## src/rtl/cache_arbiter.sv

```systemverilog
// Arbitrates I-cache fills and D-cache fills/writebacks onto one
// 64-bit physical-memory port, assembling 4-beat 256-bit lines.
module cache_arbiter #(
   parameter int BEATS = 4
) (
   input  logic         clk,
   input  logic         rst,
   input  logic         i_read,
   input  logic [31:0]  i_addr,
   output logic [255:0] i_rdata,
   output logic         i_resp,
   input  logic         d_read,
   input  logic         d_write,
   input  logic [31:0]  d_addr,
   input  logic [255:0] d_wdata,
   output logic [255:0] d_rdata,
   output logic         d_resp,
   output logic         pmem_read,
   output logic         pmem_write,
   output logic [31:0]  pmem_address,
   output logic [63:0]  pmem_wdata,
   input  logic [63:0]  pmem_rdata,
   input  logic         pmem_resp
);

   typedef enum logic [2:0] {
      IDLE,
      I_FILL,
      D_FILL,
      D_WB,
      DONE
   } state_t;

   localparam logic [1:0] LAST = 2'(BEATS - 1);

   state_t       state_q;
   logic [1:0]   k_q;
   logic         last_d_q;
   logic         serve_d_q;
   logic         rd_q;
   logic         wr_q;
   logic         iresp_q;
   logic         dresp_q;
   logic [31:0]  addr_q;
   logic [255:0] line_q;
   logic [255:0] line_d;
   logic [255:0] i_line_q;
   logic [255:0] d_line_q;
   logic         d_req;

   assign d_req = d_read | d_write;

   // Line buffer with the current beat merged in.
   always_comb begin
      line_d = line_q;
      line_d[{k_q, 6'b0} +: 64] = pmem_rdata;
   end

   // Grant, burst sequencing and completion handshake.
   always_ff @(posedge clk) begin
      if (rst) begin
         state_q   <= IDLE;
         k_q       <= 2'd0;
         last_d_q  <= 1'b0;
         serve_d_q <= 1'b0;
         rd_q      <= 1'b0;
         wr_q      <= 1'b0;
         iresp_q   <= 1'b0;
         dresp_q   <= 1'b0;
         addr_q    <= 32'd0;
         line_q    <= 256'd0;
         i_line_q  <= 256'd0;
         d_line_q  <= 256'd0;
      end else begin
         iresp_q <= 1'b0;
         dresp_q <= 1'b0;
         unique case (state_q)
            IDLE: begin
               k_q <= 2'd0;
               if (d_req && (!i_read || !last_d_q)) begin
                  serve_d_q <= 1'b1;
                  addr_q    <= {d_addr[31:5], 5'b0};
                  if (d_write) begin
                     state_q <= D_WB;
                     wr_q    <= 1'b1;
                     line_q  <= d_wdata;
                  end else begin
                     state_q <= D_FILL;
                     rd_q    <= 1'b1;
                  end
               end else if (i_read) begin
                  serve_d_q <= 1'b0;
                  addr_q    <= {i_addr[31:5], 5'b0};
                  state_q   <= I_FILL;
                  rd_q      <= 1'b1;
               end
            end
            I_FILL, D_FILL: begin
               if (pmem_resp) begin
                  line_q <= line_d;
                  k_q    <= k_q + 2'd1;
                  if (k_q == LAST) begin
                     state_q <= DONE;
                     rd_q    <= 1'b0;
                     if (serve_d_q) begin
                        d_line_q <= line_d;
                        dresp_q  <= 1'b1;
                     end else begin
                        i_line_q <= line_d;
                        iresp_q  <= 1'b1;
                     end
                  end
               end
            end
            D_WB: begin
               if (pmem_resp) begin
                  k_q <= k_q + 2'd1;
                  if (k_q == LAST) begin
                     state_q <= DONE;
                     wr_q    <= 1'b0;
                     dresp_q <= 1'b1;
                  end
               end
            end
            DONE: begin
               last_d_q <= serve_d_q;
               state_q  <= IDLE;
            end
            default: state_q <= IDLE;
         endcase
      end
   end

   assign pmem_read    = rd_q;
   assign pmem_write   = wr_q;
   assign pmem_address = addr_q;
   assign pmem_wdata   = wr_q ? line_q[{k_q, 6'b0} +: 64] : 64'd0;
   assign i_rdata      = i_line_q;
   assign d_rdata      = d_line_q;
   assign i_resp       = iresp_q;
   assign d_resp       = dresp_q;

endmodule

```

## config.mk

```make
export PLATFORM = sky130hd
export DESIGN_NAME = cache_arbiter
export DESIGN_NICKNAME = d
export VERILOG_FILES = /design/src/rtl/cache_arbiter.sv
export SDC_FILE = /design/constraint.sdc
export NUM_CORES = 2
export LEC_CHECK = 0
export ABC_AREA = 1
export ABC_CLOCK_PERIOD_IN_PS = 2800
export BUFFER_PORTS_ARGS = -buffer_cell sky130_fd_sc_hd__buf_4
export CAP_MARGIN = 15
export CELL_PAD_IN_SITES_DETAIL_PLACEMENT = 1
export CELL_PAD_IN_SITES_GLOBAL_PLACEMENT = 1
export CORE_AREA = 2 2 393 395
export CTS_CLUSTER_SIZE = 10
export DETAILED_ROUTE_END_ITERATION = 10
export DIE_AREA = 0 0 395 397
export PLACE_DENSITY = 0.56
export SYNTH_ARGS = -nofsm -noshare
export SYNTH_HDL_FRONTEND = slang
export SYNTH_SLANG_ARGS = --single-unit
export TNS_END_PERCENT = 1
```

## constraint.sdc

```tcl
create_clock -name clk -period 2.8 [get_ports clk]
set_input_delay 0.14 -clock clk [delete_from_list [all_inputs] [get_ports clk]]
set_output_delay 0.14 -clock clk [all_outputs]
set_load 0.02 [all_outputs]
```

---- Word level (Yosys, flattened, before mapping) ----
Index checks and enable logic that the tools add are counted.
storage, ports and cells
  word-level logic and storage cells ...... 91
  register bits after elaboration ......... 811
cells by class
  multiplexer cells ....................... 34
  add/subtract/negate cells ............... 2
  reductions and logical operators ........ 20
  shift-type cells ........................ 3
  equality and inequality tests ........... 15
  bitwise logic cells ..................... 5
operator list
  operator                                                                   count
  256-bit 2-to-1 mux                                                         3
  256-bit case mux with 2 select lines                                       1
  256-bit bitwise mux                                                        1
  64-bit by 10-bit variable shift with 256-bit output, first input constant  1
  256-bit by 9-bit variable part select with 64-bit output                   1
  64-bit by 10-bit variable part select with 256-bit output                  1
  32-bit 2-to-1 mux                                                          2
  64-bit 2-to-1 mux                                                          1
  1-bit 2-to-1 mux                                                           16
  3-bit 2-to-1 mux                                                           4
  2-bit inequality test, second input constant                               6
  4-bit AND reduction                                                        3
  8-bit negation with 10-bit output                                          1
  5-bit AND reduction                                                        2
  2-bit nonzero test                                                         4
  3-bit by 2-bit == test with 1-bit output, second input constant            2
  3-bit inequality test, second input constant                               2
  1-bit case mux with 2 select lines                                         3
  3-bit case mux with 2 select lines                                         1
  2-bit by 1-bit inequality test with 1-bit output, second input constant    2
  1-bit inverter                                                             4
  2-bit case mux with 2 select lines                                         1
  2-bit AND reduction                                                        2
  4-bit OR reduction                                                         1
  other kinds (13)                                                           14

---- Depth between registers and ports, before layout ----
  depth after elaboration ................. 5
  mapped depth ............................ 15
  mapped depth without buffers ............ 10

---- Worst setup path before layout ----
Ideal clock, no wire load.
  path kind ............................... reg2reg
  start point ............................. reg k_q[0]
  end point ............................... reg line_q[128]
  required time ........................... 2736 ps
  buffers on the path ..................... 6
  arrival time ............................ 2636 ps
  cell stages (with the launch flop) ...... 15
  path slack .............................. 99 ps
  library setup time ...................... 64 ps
  path through ............................ dfxtp_1 > buf_2 > buf_2 > buf_2 > buf_1 > inv_1 > ha_1 > inv_1 > nor2_1 > clkbuf_1 > clkbuf_1 > nand4_1 > a21oi_1 > nor2_1 > nor2_1
between the ends
  word-level cells in the longest chain between the ends .. 5
  elaborated cells between the ends (all ways) .. 6
  classes of those cells .................. add/sub (1); shift (2); mux (3)
RTL lines
  element                                                                                                                           line  source
  start, declared                                                                                                                   37    logic [1:0] k_q;
  start signal, assigned                                                                                                            101   k_q <= k_q + 2'd1;
  start signal, assigned                                                                                                            117   k_q <= k_q + 2'd1;
  8-bit negation with 10-bit output (*)                                                                                             56    line_d[{k_q, 6'b0} +: 64] = pmem_rdata;
  64-bit by 10-bit variable part select with 256-bit output or 64-bit by 10-bit variable shift with 256-bit output (tied branches)  56
  256-bit bitwise mux (*)                                                                                                           56
  256-bit 2-to-1 mux (*)                                                                                                            99    if (pmem_resp) begin
  256-bit case mux with 2 select lines (*)                                                                                          77    unique case (state_q)
  end signal, assigned                                                                                                              86    line_q <= d_wdata;
  end signal, assigned                                                                                                              100   line_q <= line_d;
  end, declared                                                                                                                     45    logic [255:0] line_q;
Every way passes the cells marked *; elsewhere a longest branch is shown, timed or not. The select of a mux whose other input is x is not followed.
A chain may end at the register's enable or synchronous reset.

---- Final worst setup path ----
  start point ............................. reg k_q[1]
  end point ............................... out pmem_wdata[27]
between the ends
  word-level cells in the longest chain between the ends .. 2
RTL lines
  element                                                   line  source
  256-bit by 9-bit variable part select with 64-bit output  137   assign pmem_wdata = wr_q ? line_q[{k_q, 6'b0} +: 64] : 64'd0;
  64-bit 2-to-1 mux                                         137
  end, declared                                             21    output logic [63:0] pmem_wdata,
No other way between the ends.

==> results.py <==
metrics = {
    "outcome": {
        "status": "complete, no violations",
    },
    "timing": {
        "finalMaxSlewViolations": 0,
        "rsz0062_at_grt": "true",
        "hold_viol_final": 0,
        "fmax_mhz": 358,
        "finalCritPeriodShare_pct": 99.8,
        "tightest_slew_ns": 0.907,
        "period_needed_ns": 2.79,
        "clock_skew_ns": 0.0321,
        "max_slew_margin_pct": 39.5,
        "finalSetupTns_ns": 0,
        "setup_viol": 0,
    },
    "clock_network": {
        "numCtsBuffers": 103,
        "clock-sinks": 806,
        "tritoncts": "built",
        "clockBufferDepth": 3,
        "clk_latency_ns": 0.73,
        "clk_pin_slew_worst_paths_ns": 0.06,
        "ctsHtreeMaxLevel": 3,
        "clockRootBuffer": "clkbuf_16",
    },
    "setup_path": {
        "critPathCaptureType": "primary output",
        "cp_slowest_stage_delay_ns": 0.40,
        "path_cells": "buf_4 -> buf_6 -> a21oi_1 -> o21ai_0 -> a21oi_1 -> buf_4",
        "slowest_stage": "buf_4",
        "critPathMaxFanout": 37,
        "worstSetupPathType": "register to primary output",
        "critPathLaunch": "k_q[1]",
        "worstPathArrival_ns": 2.65,
        "startpoint_type": "register",
        "cp_data_required_time_ns": 2.66,
        "r2r_start": "state_q[0]",
    },
    "power": {
        "ir_drop_uv": 731,
        "leakage_nw": 25.8,
        "power_density_nw_per_um2": 917,
    },
    "place": {
        "dpl.hpwl_mm": 142,
        "gp_congestion": 0.844,
        "port_buffers": 986,
        "dpl_cell_area_um2": 47200,
    },
    "route": {
        "vias": 43800,
        "drcViolationCount": 0,
        "dr.pass1.iters": 5,
        "routed_via_density": 4.80,
        "wl_per_cell_um": 22.7,
        "dr.first_iter.drc_count": 2663,
        "antenna_left": 0,
        "wl_mm": 207,
    },
    "die": {
        "std_cell_rows": 144,
        "die_h_um": 397,
        "start_util_pct": 24.4,
        "coreArea_um2": 153000,
        "die-area_um2": 157000,
        "die_width_um": 395,
        "ios": 1002,
    },
    "logic_synthesis": {
        "yosysTopAreaCell": "dfxtp_1",
        "async_reset_ff_share_pct": 0,
        "avgSynthCellArea_um2": 6.52,
        "synth_ff_type": "dfxtp_1",
        "yosysSeqAreaShare_pct": 43.3,
        "synth_common_cells": "1624 x nand2_1, 814 x nor2_1, 806 x dfxtp_1, 604 x o21ai_0, 454 x nand3_1",
        "netlist_area_um2": 37300,
        "ys_ff_latch": 806,
        "synth_cells": 5718,
        "synth_top_area_share_pct": 43.3,
        "yosys_warnings": 0,
        "synth_edf_count": 0,
        "synth.most_common_cell": "nand2_1",
        "yosys.cell_types.count": 27,
        "yosys-top-cells-area": "dfxtp_1 43%, nand2_1 16%, nor2_1 8.2%",
    },
    "grt": {
        "grt_pass1_vias": 44700,
        "grt_overflow": 0,
        "antenna_found_initial": 35,
        "grt_use_total_pct": 25.2,
        "grt_max_degree": 148,
        "grt_pass1_wl_mm": 301,
    },
    "cells_and_area": {
        "design_area_um2": 55300,
        "drive_gt1_share_pct": 18.8,
        "syn2layout_area_growth_pct": 48.2,
        "layout.nets": 7377,
    },
    "run": {
        "maxCapViolCount": 0,
    },
    "hold_path": {
        "hp-class": "input port to register",
        "hold_start": "d_wdata[239]",
    },
}
-- per-layer routing --
layer  vias up  part of all wire (%)  wire (um)  track usage (%)
met1     21400                    44      91100             32.5
li1      20900                     -          -                -
met3       288                   5.8      12000             5.04
met2      1227                    47      96700             41.8
met4         8                   3.3       6870             8.96
met5         -                 0.025         52                0
-- cell type report --
type                    count  area [um^2]
diodes                     27         67.6
clock buffers             155         2950
clock inverters            24          303
fillers                 19000        97700
inverters                 372         1440
multi-input cells        4088        17800
flip-flops and latches    806        16100
well taps                2044         2560
repair buffers           1611        14000
-- what timing repair did --
action,CTS,global route
gates cloned,1,1
setup endpoints to repair,33,70
buffers inserted,0,1
pin swaps,0,1
gates resized for setup,5,24
endpoints found under the hold margin,545,0
hold buffers,459,0
-- registers in the layout (all words and copies together), names as in the netlist --
register and flops:
state_q 3, pmem_write 1, i_rdata 256, pmem_address 27
k_q 2, pmem_read 1, d_rdata 256, serve_d_q 1
d_resp 1, line_q 256, last_d_q 1, i_resp 1
-- cell usage in the layout, fill, tap and decap left out, types with 64 or more instances in the layout --
cell and count:
nand4_1 65, dfxtp_1 804, buf_4 1093, o21ai_0 593
dlygate4sd3_1 459, clkbuf_16 105, nor2_1 811, o211ai_1 64
inv_1 361, nand3_1 451, o21ai_1 100, nand2_1 1621
a21oi_1 352
-- stage by stage --
stage,hold slack (ns),std cells,setup slack (ns),total power [mW],util [%]
global route,0.272,9125,-0.0385,53.9,36.1
detailed placement,0.378,8459,0.322,35.6,30.9
floorplan,0.278,5722,0.0994,26.7,-
global placement,0.371,8459,0.331,35.4,30.9
CTS,0.199,9098,0.00755,50.8,36.0
finish,0.266,9127,0.00653,50.7,36.1
-- kinds of logic after synthesis --
| group | count (synthesis) | share of synthesized area [%] |
|---|---|---|
| and+or+nand+nor | 2962 | 31.8 |
| AOI/OAI and AO/OA | 1116 | 15.4 |
| buffers and inverters | 828 | 9.27 |
| DFF | 806 | 43.3 |
| adders and majority gates | 5 | 0.168 |
| other | 1 | 0.0101 |
-- worst max-delay path: cells and delay by family (launching register included) --
kind / cells / cell delay (ns)
AO/OA/AOI/OAI: 3 / 0.46
flip-flops: 1 / 0.36
buffers and inverters: 3 / 0.99
-- report_power, final --
part	switching, mW	leakage [nW]	internal (mW)
combinational	15.1	17.7	7.54
sequential	1.29	6.56	13.5
clock	5.69	1.59	7.54
-- final timing paths --
check,end,slack (ns),cells past startpoint
max reg2reg,line_q[37],0.11,8
min,line_q[239],0.27,6
min reg2reg,i_rdata[64],0.47,2
max,pmem_wdata[27],0.007,6
Note: power is estimated with default switching activity, not from simulation.
